==> src/rtl/display_shift_out_pkg.sv <==
// Shared types and constants for the serial 7-segment display driver.
package display_pkg;

  typedef enum logic [1:0] {IDLE, SHIFT, LATCH, DONE} state_e;

  // Segment byte layout {dp,g,f,e,d,c,b,a}, active high
  localparam logic [7:0] SEG_0     = 8'h3F;
  localparam logic [7:0] SEG_1     = 8'h06;
  localparam logic [7:0] SEG_2     = 8'h5B;
  localparam logic [7:0] SEG_3     = 8'h4F;
  localparam logic [7:0] SEG_4     = 8'h66;
  localparam logic [7:0] SEG_5     = 8'h6D;
  localparam logic [7:0] SEG_6     = 8'h7D;
  localparam logic [7:0] SEG_7     = 8'h07;
  localparam logic [7:0] SEG_8     = 8'h7F;
  localparam logic [7:0] SEG_9     = 8'h6F;
  localparam logic [7:0] SEG_DASH  = 8'h40;
  localparam logic [7:0] SEG_BLANK = 8'h00;

  // Minimum 1 so a counter never collapses to zero width
  function automatic int clog2(input int v);
    int r;
    r = 1;
    while ((1 << r) < v) r = r + 1;
    return r;
  endfunction

endpackage

==> src/rtl/display_shift_out_if.sv <==
// Control/data bundle between the result path and the serial display driver.
interface display_shift_out_if #(parameter int NUM_DIGITS = 4);
  logic                      enable;
  logic                      start;
  logic [4*NUM_DIGITS-1:0]   bcd_in;
  logic [NUM_DIGITS-1:0]     dp_in;
  logic                      data_out;
  logic                      sclk_out;
  logic                      latch_out;
  logic                      sending_data;
  logic                      done;

  modport master (
    output enable, start, bcd_in, dp_in,
    input  data_out, sclk_out, latch_out, sending_data, done
  );

  modport slave (
    input  enable, start, bcd_in, dp_in,
    output data_out, sclk_out, latch_out, sending_data, done
  );
endinterface

==> src/rtl/display_shift_out_bcd_to_seg.sv <==
// One BCD nibble plus decimal point to a 7-segment byte; A-F show a dash.
module bcd_to_seg
  import display_pkg::*;
(
  input  logic [3:0] bcd_i,
  input  logic       dp_i,
  output logic [7:0] seg_o
);
  logic [7:0] raw;

  always_comb begin
    raw = SEG_DASH;
    case (bcd_i)
      4'd0: raw = SEG_0;
      4'd1: raw = SEG_1;
      4'd2: raw = SEG_2;
      4'd3: raw = SEG_3;
      4'd4: raw = SEG_4;
      4'd5: raw = SEG_5;
      4'd6: raw = SEG_6;
      4'd7: raw = SEG_7;
      4'd8: raw = SEG_8;
      4'd9: raw = SEG_9;
      default: raw = SEG_DASH;
    endcase
  end

  assign seg_o = raw | {dp_i, 7'b0};
endmodule

==> src/rtl/display_shift_out.sv <==
// Captures a BCD frame and shifts it to a 595-style chain with paced sclk and latch.
// Optional leading-zero blanking: define DISPLAY_LEADING_ZERO_BLANK_EN.
module display_shift_out
  import display_pkg::*;
#(
  parameter int NUM_DIGITS = 4,
  parameter int CLK_DIV    = 2,
  parameter int MSB_FIRST  = 1
) (
  input logic               clk,
  input logic               rst,
  display_shift_out_if.slave bus
);
  localparam int FW = 8 * NUM_DIGITS;
  localparam int BW = clog2(FW);
  localparam int DW = clog2(2 * CLK_DIV);
  localparam logic [BW-1:0] BIT_LAST = BW'(FW - 1);
  localparam logic [DW-1:0] DIV_LAST = DW'(2 * CLK_DIV - 1);
  localparam logic [DW-1:0] DIV_HALF = DW'(CLK_DIV - 1);

  logic [NUM_DIGITS-1:0][7:0] seg_raw, seg;
  logic [NUM_DIGITS-1:0]      blank;
  logic [FW-1:0]              frame;

`ifdef DISPLAY_LEADING_ZERO_BLANK_EN
  logic lz_run;
  always_comb begin
    blank  = '0;
    lz_run = 1'b1;
    for (int d = NUM_DIGITS - 1; d > 0; d--) begin
      lz_run   = lz_run & (bus.bcd_in[4*d +: 4] == 4'd0);
      blank[d] = lz_run;
    end
  end
`else
  assign blank = '0;
`endif

  // frame[FW-1] is the first bit on the wire
  for (genvar d = 0; d < NUM_DIGITS; d++) begin : g_dig
    bcd_to_seg u_seg (
      .bcd_i (bus.bcd_in[4*d +: 4]),
      .dp_i  (bus.dp_in[d]),
      .seg_o (seg_raw[d])
    );
    assign seg[d] = blank[d] ? {bus.dp_in[d], 7'b0} : seg_raw[d];
    for (genvar b = 0; b < 8; b++) begin : g_bit
      assign frame[8*d + b] = (MSB_FIRST != 0) ? seg[d][b] : seg[d][7-b];
    end
  end

  state_e        state_q;
  logic [BW-1:0] bit_q;
  logic [DW-1:0] div_q;
  logic [FW-1:0] sh_q;
  logic          sclk_q, latch_q, send_q, done_q;

  always_ff @(posedge clk) begin
    if (rst) begin
      state_q <= IDLE;
      bit_q   <= '0;
      div_q   <= '0;
      sh_q    <= '0;
      sclk_q  <= 1'b0;
      latch_q <= 1'b0;
      send_q  <= 1'b0;
      done_q  <= 1'b0;
    end else begin
      case (state_q)
        IDLE: if (bus.start && bus.enable) begin
          state_q <= SHIFT;
          sh_q    <= frame;
          bit_q   <= '0;
          div_q   <= '0;
          sclk_q  <= 1'b0;
          send_q  <= 1'b1;
        end
        SHIFT: if (bus.enable) begin
          if (div_q == DIV_LAST) begin
            div_q  <= '0;
            sclk_q <= 1'b0;
            if (bit_q == BIT_LAST) begin
              state_q <= LATCH;
              bit_q   <= '0;
              sh_q    <= '0;
              latch_q <= 1'b1;
            end else begin
              bit_q <= bit_q + BW'(1);
              sh_q  <= {sh_q[FW-2:0], 1'b0};
            end
          end else begin
            div_q <= div_q + DW'(1);
            if (div_q == DIV_HALF) sclk_q <= 1'b1;
          end
        end
        LATCH: if (bus.enable) begin
          if (div_q == DIV_HALF) begin
            state_q <= DONE;
            div_q   <= '0;
            latch_q <= 1'b0;
            send_q  <= 1'b0;
            done_q  <= 1'b1;
          end else begin
            div_q <= div_q + DW'(1);
          end
        end
        // done is a fixed one-cycle pulse, independent of enable
        DONE: begin
          state_q <= IDLE;
          done_q  <= 1'b0;
        end
        default: state_q <= IDLE;
      endcase
    end
  end

  assign bus.data_out     = sh_q[FW-1];
  assign bus.sclk_out     = sclk_q;
  assign bus.latch_out    = latch_q;
  assign bus.sending_data = send_q;
  assign bus.done         = done_q;
endmodule

==> src/flat_wrapper.sv <==
// flat-port wrapper written by rule: the top's interface ports become plain ports
module display_shift_out_flat import display_pkg::*;
#(
  parameter int NUM_DIGITS = 4,
  parameter int CLK_DIV    = 2,
  parameter int MSB_FIRST  = 1
)
  (clk, rst, bus_enable, bus_start, bus_bcd_in, bus_dp_in, bus_data_out, bus_sclk_out, bus_latch_out, bus_sending_data, bus_done);
  display_shift_out_if #(.NUM_DIGITS(NUM_DIGITS)) bus_i ();
  input logic clk;
  input logic rst;
  input wire logic [$bits(bus_i.enable)-1:0] bus_enable;
  input wire logic [$bits(bus_i.start)-1:0] bus_start;
  input wire logic [$bits(bus_i.bcd_in)-1:0] bus_bcd_in;
  input wire logic [$bits(bus_i.dp_in)-1:0] bus_dp_in;
  output wire logic [$bits(bus_i.data_out)-1:0] bus_data_out;
  output wire logic [$bits(bus_i.sclk_out)-1:0] bus_sclk_out;
  output wire logic [$bits(bus_i.latch_out)-1:0] bus_latch_out;
  output wire logic [$bits(bus_i.sending_data)-1:0] bus_sending_data;
  output wire logic [$bits(bus_i.done)-1:0] bus_done;
  assign bus_i.enable = bus_enable;
  assign bus_i.start = bus_start;
  assign bus_i.bcd_in = bus_bcd_in;
  assign bus_i.dp_in = bus_dp_in;
  assign bus_data_out = bus_i.data_out;
  assign bus_sclk_out = bus_i.sclk_out;
  assign bus_latch_out = bus_i.latch_out;
  assign bus_sending_data = bus_i.sending_data;
  assign bus_done = bus_i.done;
  display_shift_out #(.NUM_DIGITS(NUM_DIGITS), .CLK_DIV(CLK_DIV), .MSB_FIRST(MSB_FIRST)) u_core (.clk(clk), .rst(rst), .bus(bus_i));
endmodule
==> config.mk <==
export PLATFORM = sky130hd
export DESIGN_NAME = display_shift_out_flat
export DESIGN_NICKNAME = d
export VERILOG_FILES = /design/src/rtl/display_shift_out_pkg.sv /design/src/rtl/display_shift_out_if.sv /design/src/rtl/display_shift_out_bcd_to_seg.sv /design/src/rtl/display_shift_out.sv /design/src/flat_wrapper.sv
export SDC_FILE = /design/constraint.sdc
export NUM_CORES = 1
export LEC_CHECK = 0
export CORE_MARGIN = 2
export CORE_UTILIZATION = 57
export DETAILED_ROUTE_END_ITERATION = 16
export HOLD_SLACK_MARGIN = 0.15
export PLACE_DENSITY = 0.87
export SYNTH_ARGS = -nofsm -noshare
export SYNTH_HDL_FRONTEND = slang
export SYNTH_SLANG_ARGS = --single-unit
==> constraint.sdc <==
create_clock -name clk -period 2.4 [get_ports clk]
set_input_delay 0.48 -clock clk [delete_from_list [all_inputs] [get_ports clk]]
set_output_delay 0.48 -clock clk [all_outputs]
set_load 0.01 [all_outputs]
==> results of run 1 <==
power breakdown:
part	switching [mW]	leakage [nW]	total, mW	internal (mW)
combinational	0.934	0.911	1.57	0.632
clock	0.255	0.0585	0.594	0.340
sequential	0.123	0.369	1.09	0.967
cells by family (layout without fill, tap and decap cells):
kind of cell             Yosys count  count (layout)  synth area share (%)
AO/OA/AOI/OAI                    105             105                  25.0
buffers and inverters             52              70                  7.87
flip-flops                        45              45                  30.3
AND/OR/NAND/NOR                  125             125                  21.2
multiplexers                       5               5                  1.72
adder cells (fa/ha/maj)           33              33                  13.9
placed cells by master (no fill, tap or decap), types with 3 or more instances in the layout:
cell type and instances:
sky130_fd_sc_hd__ha_1 33, sky130_fd_sc_hd__mux2i_1 4, sky130_fd_sc_hd__and2_1 4, sky130_fd_sc_hd__nor3_1 22
sky130_fd_sc_hd__nor3b_1 3, sky130_fd_sc_hd__o311a_1 3, sky130_fd_sc_hd__dfxtp_1 45, sky130_fd_sc_hd__a21oi_1 26
sky130_fd_sc_hd__nand2_1 10, sky130_fd_sc_hd__or2_2 4, sky130_fd_sc_hd__buf_4 11, sky130_fd_sc_hd__clkbuf_8 6
sky130_fd_sc_hd__nand3_1 4, sky130_fd_sc_hd__nand2b_1 7, sky130_fd_sc_hd__nor2b_1 5, sky130_fd_sc_hd__o22ai_1 6
sky130_fd_sc_hd__nor2_1 50, sky130_fd_sc_hd__o21ai_0 12, sky130_fd_sc_hd__clkdlybuf4s50_1 28, sky130_fd_sc_hd__inv_1 21
sky130_fd_sc_hd__nor4b_1 3, sky130_fd_sc_hd__a221oi_1 8, sky130_fd_sc_hd__a22oi_1 5, sky130_fd_sc_hd__a211oi_1 23
final timing paths:
check,startpoint,to,depth (start not counted)
hold / removal,u_core.sh_q[0],u_core.sh_q[0],2
setup / recovery,bus_enable,u_core.state_q[1],5
hold reg to reg,u_core.sh_q[0],u_core.sh_q[0],2
setup reg to reg,u_core.bit_q[0],u_core.state_q[1],7
cell type report:
cell class | count | share of cell area [%]
tap | 70 | 2.57
clock inverter | 1 | 0.881
multi-input combinational | 268 | 53.9
timing repair buffer | 40 | 11.2
inverter | 22 | 2.42
sequential | 45 | 26.4
clock buffer | 7 | 2.53
state kept, by name, summed over array words and instances (netlist names):
signal,count
u_core.sh_q,32
u_core.bit_q,5
u_core.div_q,2
u_core.state_q,2
u_core.bus.done,1
u_core.bus.latch_out,1
u_core.bus.sclk_out,1
u_core.bus.sending_data,1
critical path, cell delays in order:
cell                              delay [ns]
sky130_fd_sc_hd__clkdlybuf4s50_1        0.70
sky130_fd_sc_hd__nand2_1                0.14
sky130_fd_sc_hd__a222oi_1               0.61
sky130_fd_sc_hd__mux2i_1                0.26
sky130_fd_sc_hd__nor2_1                 0.06
per-layer routing:
layer  GRT usage (%)  up-vias  part of all wire, %
li1                -     1334                    -
met1            29.1     1257                   44
met2            39.9       68                   50
met3            3.32        8                  4.5
met4            8.73        0                  1.4
met5               0        -                    0
==> flow_results.xml, run 1 <==
<?xml version="1.0" encoding="UTF-8"?>
<metrics>
  <group name="floorplan">
    <metric name="floorplan.die_area" unit="um^2">5810</metric>
    <metric name="placementRows" unit="">26</metric>
    <metric name="design.portCount" unit="">29</metric>
    <metric name="start_util" unit="%">58.6</metric>
    <metric name="fp.dieW" unit="um">76.2</metric>
    <metric name="die_height" unit="um">76.2</metric>
    <metric name="core_area" unit="um^2">5070</metric>
  </group>
  <group name="sta">
    <metric name="worst_clock_skew" unit="ns">0.00451</metric>
    <metric name="worstMarginPinSlew" unit="ns">0.603</metric>
    <metric name="period_share" unit="%">87.1</metric>
    <metric name="final-hold-violation-count" unit="">0</metric>
    <metric name="timing.fmax" unit="MHz">479</metric>
    <metric name="setup_slack" unit="ns">0.311</metric>
    <metric name="setup-violations-final" unit="">0</metric>
    <metric name="maxSlewHeadroom" unit="%">59.8</metric>
    <metric name="finalSetupTns" unit="ns">0</metric>
    <metric name="rsz0062_at_grt" unit="">no</metric>
    <metric name="drv_slew" unit="">0</metric>
    <metric name="hold-worst-slack" unit="ns">0.461</metric>
    <metric name="fin_crit" unit="ns">2.09</metric>
  </group>
  <group name="synthesis">
    <metric name="synth_top_cell_by_area" unit="">sky130_fd_sc_hd__dfxtp_1</metric>
    <metric name="mappedNetlistArea" unit="um^2">2970</metric>
    <metric name="number_of_nets_produced_by_synthesis" unit="">422</metric>
    <metric name="yosysWarnings" unit="">0</metric>
    <metric name="synth.top_cells.by_count" unit="">sky130_fd_sc_hd__nor2_1, sky130_fd_sc_hd__dfxtp_1, sky130_fd_sc_hd__ha_1, sky130_fd_sc_hd__a21oi_1, sky130_fd_sc_hd__a211oi_1</metric>
    <metric name="yosysUniqueCellTypes" unit="">52</metric>
    <metric name="syn-mean-instance-area" unit="um^2">8.15</metric>
    <metric name="ys_seq_elements" unit="">45</metric>
    <metric name="synth_top_cell_area_share" unit="%">30.3</metric>
    <metric name="synth_flop_cell" unit="">sky130_fd_sc_hd__dfxtp_1</metric>
    <metric name="synthTopCellsByArea" unit="">sky130_fd_sc_hd__dfxtp_1, sky130_fd_sc_hd__ha_1, sky130_fd_sc_hd__nor2_1</metric>
    <metric name="synth-edff-count" unit="">0</metric>
    <metric name="synth_seq_area_share" unit="%">30.3</metric>
    <metric name="syn_inst" unit="">365</metric>
    <metric name="yosys.cell_count.top_type" unit="">sky130_fd_sc_hd__nor2_1</metric>
    <metric name="ys_async_sr_fraction" unit="%">0</metric>
  </group>
  <group name="setup_path">
    <metric name="element_type_at_the_critical_path_end" unit="">flip-flop</metric>
    <metric name="rrSetupSlack" unit="ns">0.34</metric>
    <metric name="worstPathMaxFanout" unit="">10</metric>
    <metric name="path_class" unit="">in -&gt; reg</metric>
    <metric name="timing.critical_path.required" unit="ns">2.57</metric>
    <metric name="cp_data_arrival_time" unit="ns">2.26</metric>
    <metric name="startpoint_type" unit="">primary input</metric>
  </group>
  <group name="placed_design">
    <metric name="dpl_cell_area" unit="um^2">3290</metric>
    <metric name="io_buffer_count" unit="">28</metric>
    <metric name="placed_cells" unit="">445</metric>
    <metric name="dp_hpwl" unit="um">4500</metric>
    <metric name="routabilityCongestion" unit="">0.848</metric>
    <metric name="detailedPlace.worstSlack" unit="ns">0.0810</metric>
  </group>
  <group name="global_routing">
    <metric name="maximum_number_of_pins_on_one_net_before_global_route_repair" unit="">46</metric>
    <metric name="gr-usage-all-layers" unit="%">23.1</metric>
    <metric name="grt_pass1_vias" unit="">2567</metric>
    <metric name="grt_remaining_overflow" unit="">0</metric>
    <metric name="antenna_found_initial" unit="">0</metric>
    <metric name="grt_first_pass_wirelength" unit="um">11300</metric>
  </group>
  <group name="clock_network">
    <metric name="clock_tree.htree_level_count" unit="">2</metric>
    <metric name="clock_insertion_delay_worst_skew" unit="ns">0.29</metric>
    <metric name="cts_resized" unit="">0</metric>
    <metric name="cts_tree" unit="">yes</metric>
    <metric name="number_of_buffers_inserted_by_post_cts_setup_repair" unit="">0</metric>
    <metric name="num_clock_sinks" unit="">45</metric>
    <metric name="post_cts_hold_buffer_count" unit="">0</metric>
    <metric name="cts.reportedPaths.clkPinSlew" unit="ns">0.08</metric>
    <metric name="cts.root.buffer_cell" unit="">sky130_fd_sc_hd__clkbuf_8</metric>
    <metric name="cts_max_path_buffers" unit="">2</metric>
    <metric name="cts-buffers-inserted" unit="">5</metric>
  </group>
  <group name="hold_path">
    <metric name="worst_hold_path_type" unit="">reg -&gt; reg</metric>
  </group>
  <group name="drt">
    <metric name="num_vias" unit="">2667</metric>
    <metric name="drt_first_pass_iters" unit="">4</metric>
    <metric name="detail-route-antenna-nets" unit="">0</metric>
    <metric name="detail_route.wl_per_cell" unit="um">14.3</metric>
    <metric name="totalWireLength" unit="um">6500</metric>
    <metric name="drcViolationCount" unit="">0</metric>
    <metric name="detail_route.vias_per_cell" unit="">5.89</metric>
    <metric name="first_iter_violations" unit="">153</metric>
  </group>
  <group name="finish">
    <metric name="synth_to_layout_area_growth" unit="%">14.6</metric>
    <metric name="fin_util" unit="%">67.2</metric>
    <metric name="layoutNonFillerInstCount" unit="">453</metric>
    <metric name="num-nets-final" unit="">439</metric>
    <metric name="multi_input_comb_area" unit="um^2">1840</metric>
    <metric name="layout.area.seq" unit="um^2">901</metric>
    <metric name="drive_gt1_share" unit="%">7.83</metric>
    <metric name="antenna_cells_inserted" unit="">0</metric>
    <metric name="nFillCells" unit="">453</metric>
    <metric name="stdcell_area" unit="um^2">3410</metric>
  </group>
  <group name="power_and_ir_drop">
    <metric name="power_leakage" unit="nW">1.34</metric>
    <metric name="ir_drop" unit="mV">0.447</metric>
    <metric name="power" unit="mW">3.25</metric>
    <metric name="cellPowerDensity" unit="nW/um^2">954</metric>
  </group>
  <group name="run">
    <metric name="count_of_max_cap_constraint_violations" unit="">0</metric>
  </group>
  <group name="outcome">
    <metric name="outcome" unit="">finished clean</metric>
  </group>
</metrics>
(Power assumes the default switching activity.)
==> run 2: changes to the inputs <==
--- a/config.mk
+++ b/config.mk
@@ -10,6 +10,7 @@
 export DETAILED_ROUTE_END_ITERATION = 16
 export HOLD_SLACK_MARGIN = 0.15
 export PLACE_DENSITY = 0.87
+export SKIP_CTS_REPAIR_TIMING = 1
 export SYNTH_ARGS = -nofsm -noshare
 export SYNTH_HDL_FRONTEND = slang
 export SYNTH_SLANG_ARGS = --single-unit
==> results of run 2 <==
No change in the layout: final DEF, timing and power equal those of run 1.
==> run 3: changes to the inputs <==
--- a/config.mk
+++ b/config.mk
@@ -5,6 +5,7 @@
 export SDC_FILE = /design/constraint.sdc
 export NUM_CORES = 1
 export LEC_CHECK = 0
+export CAP_MARGIN = 20
 export CORE_MARGIN = 2
 export CORE_UTILIZATION = 57
 export DETAILED_ROUTE_END_ITERATION = 16
==> results of run 3 <==
No change in the layout: final DEF, timing and power equal those of run 1.
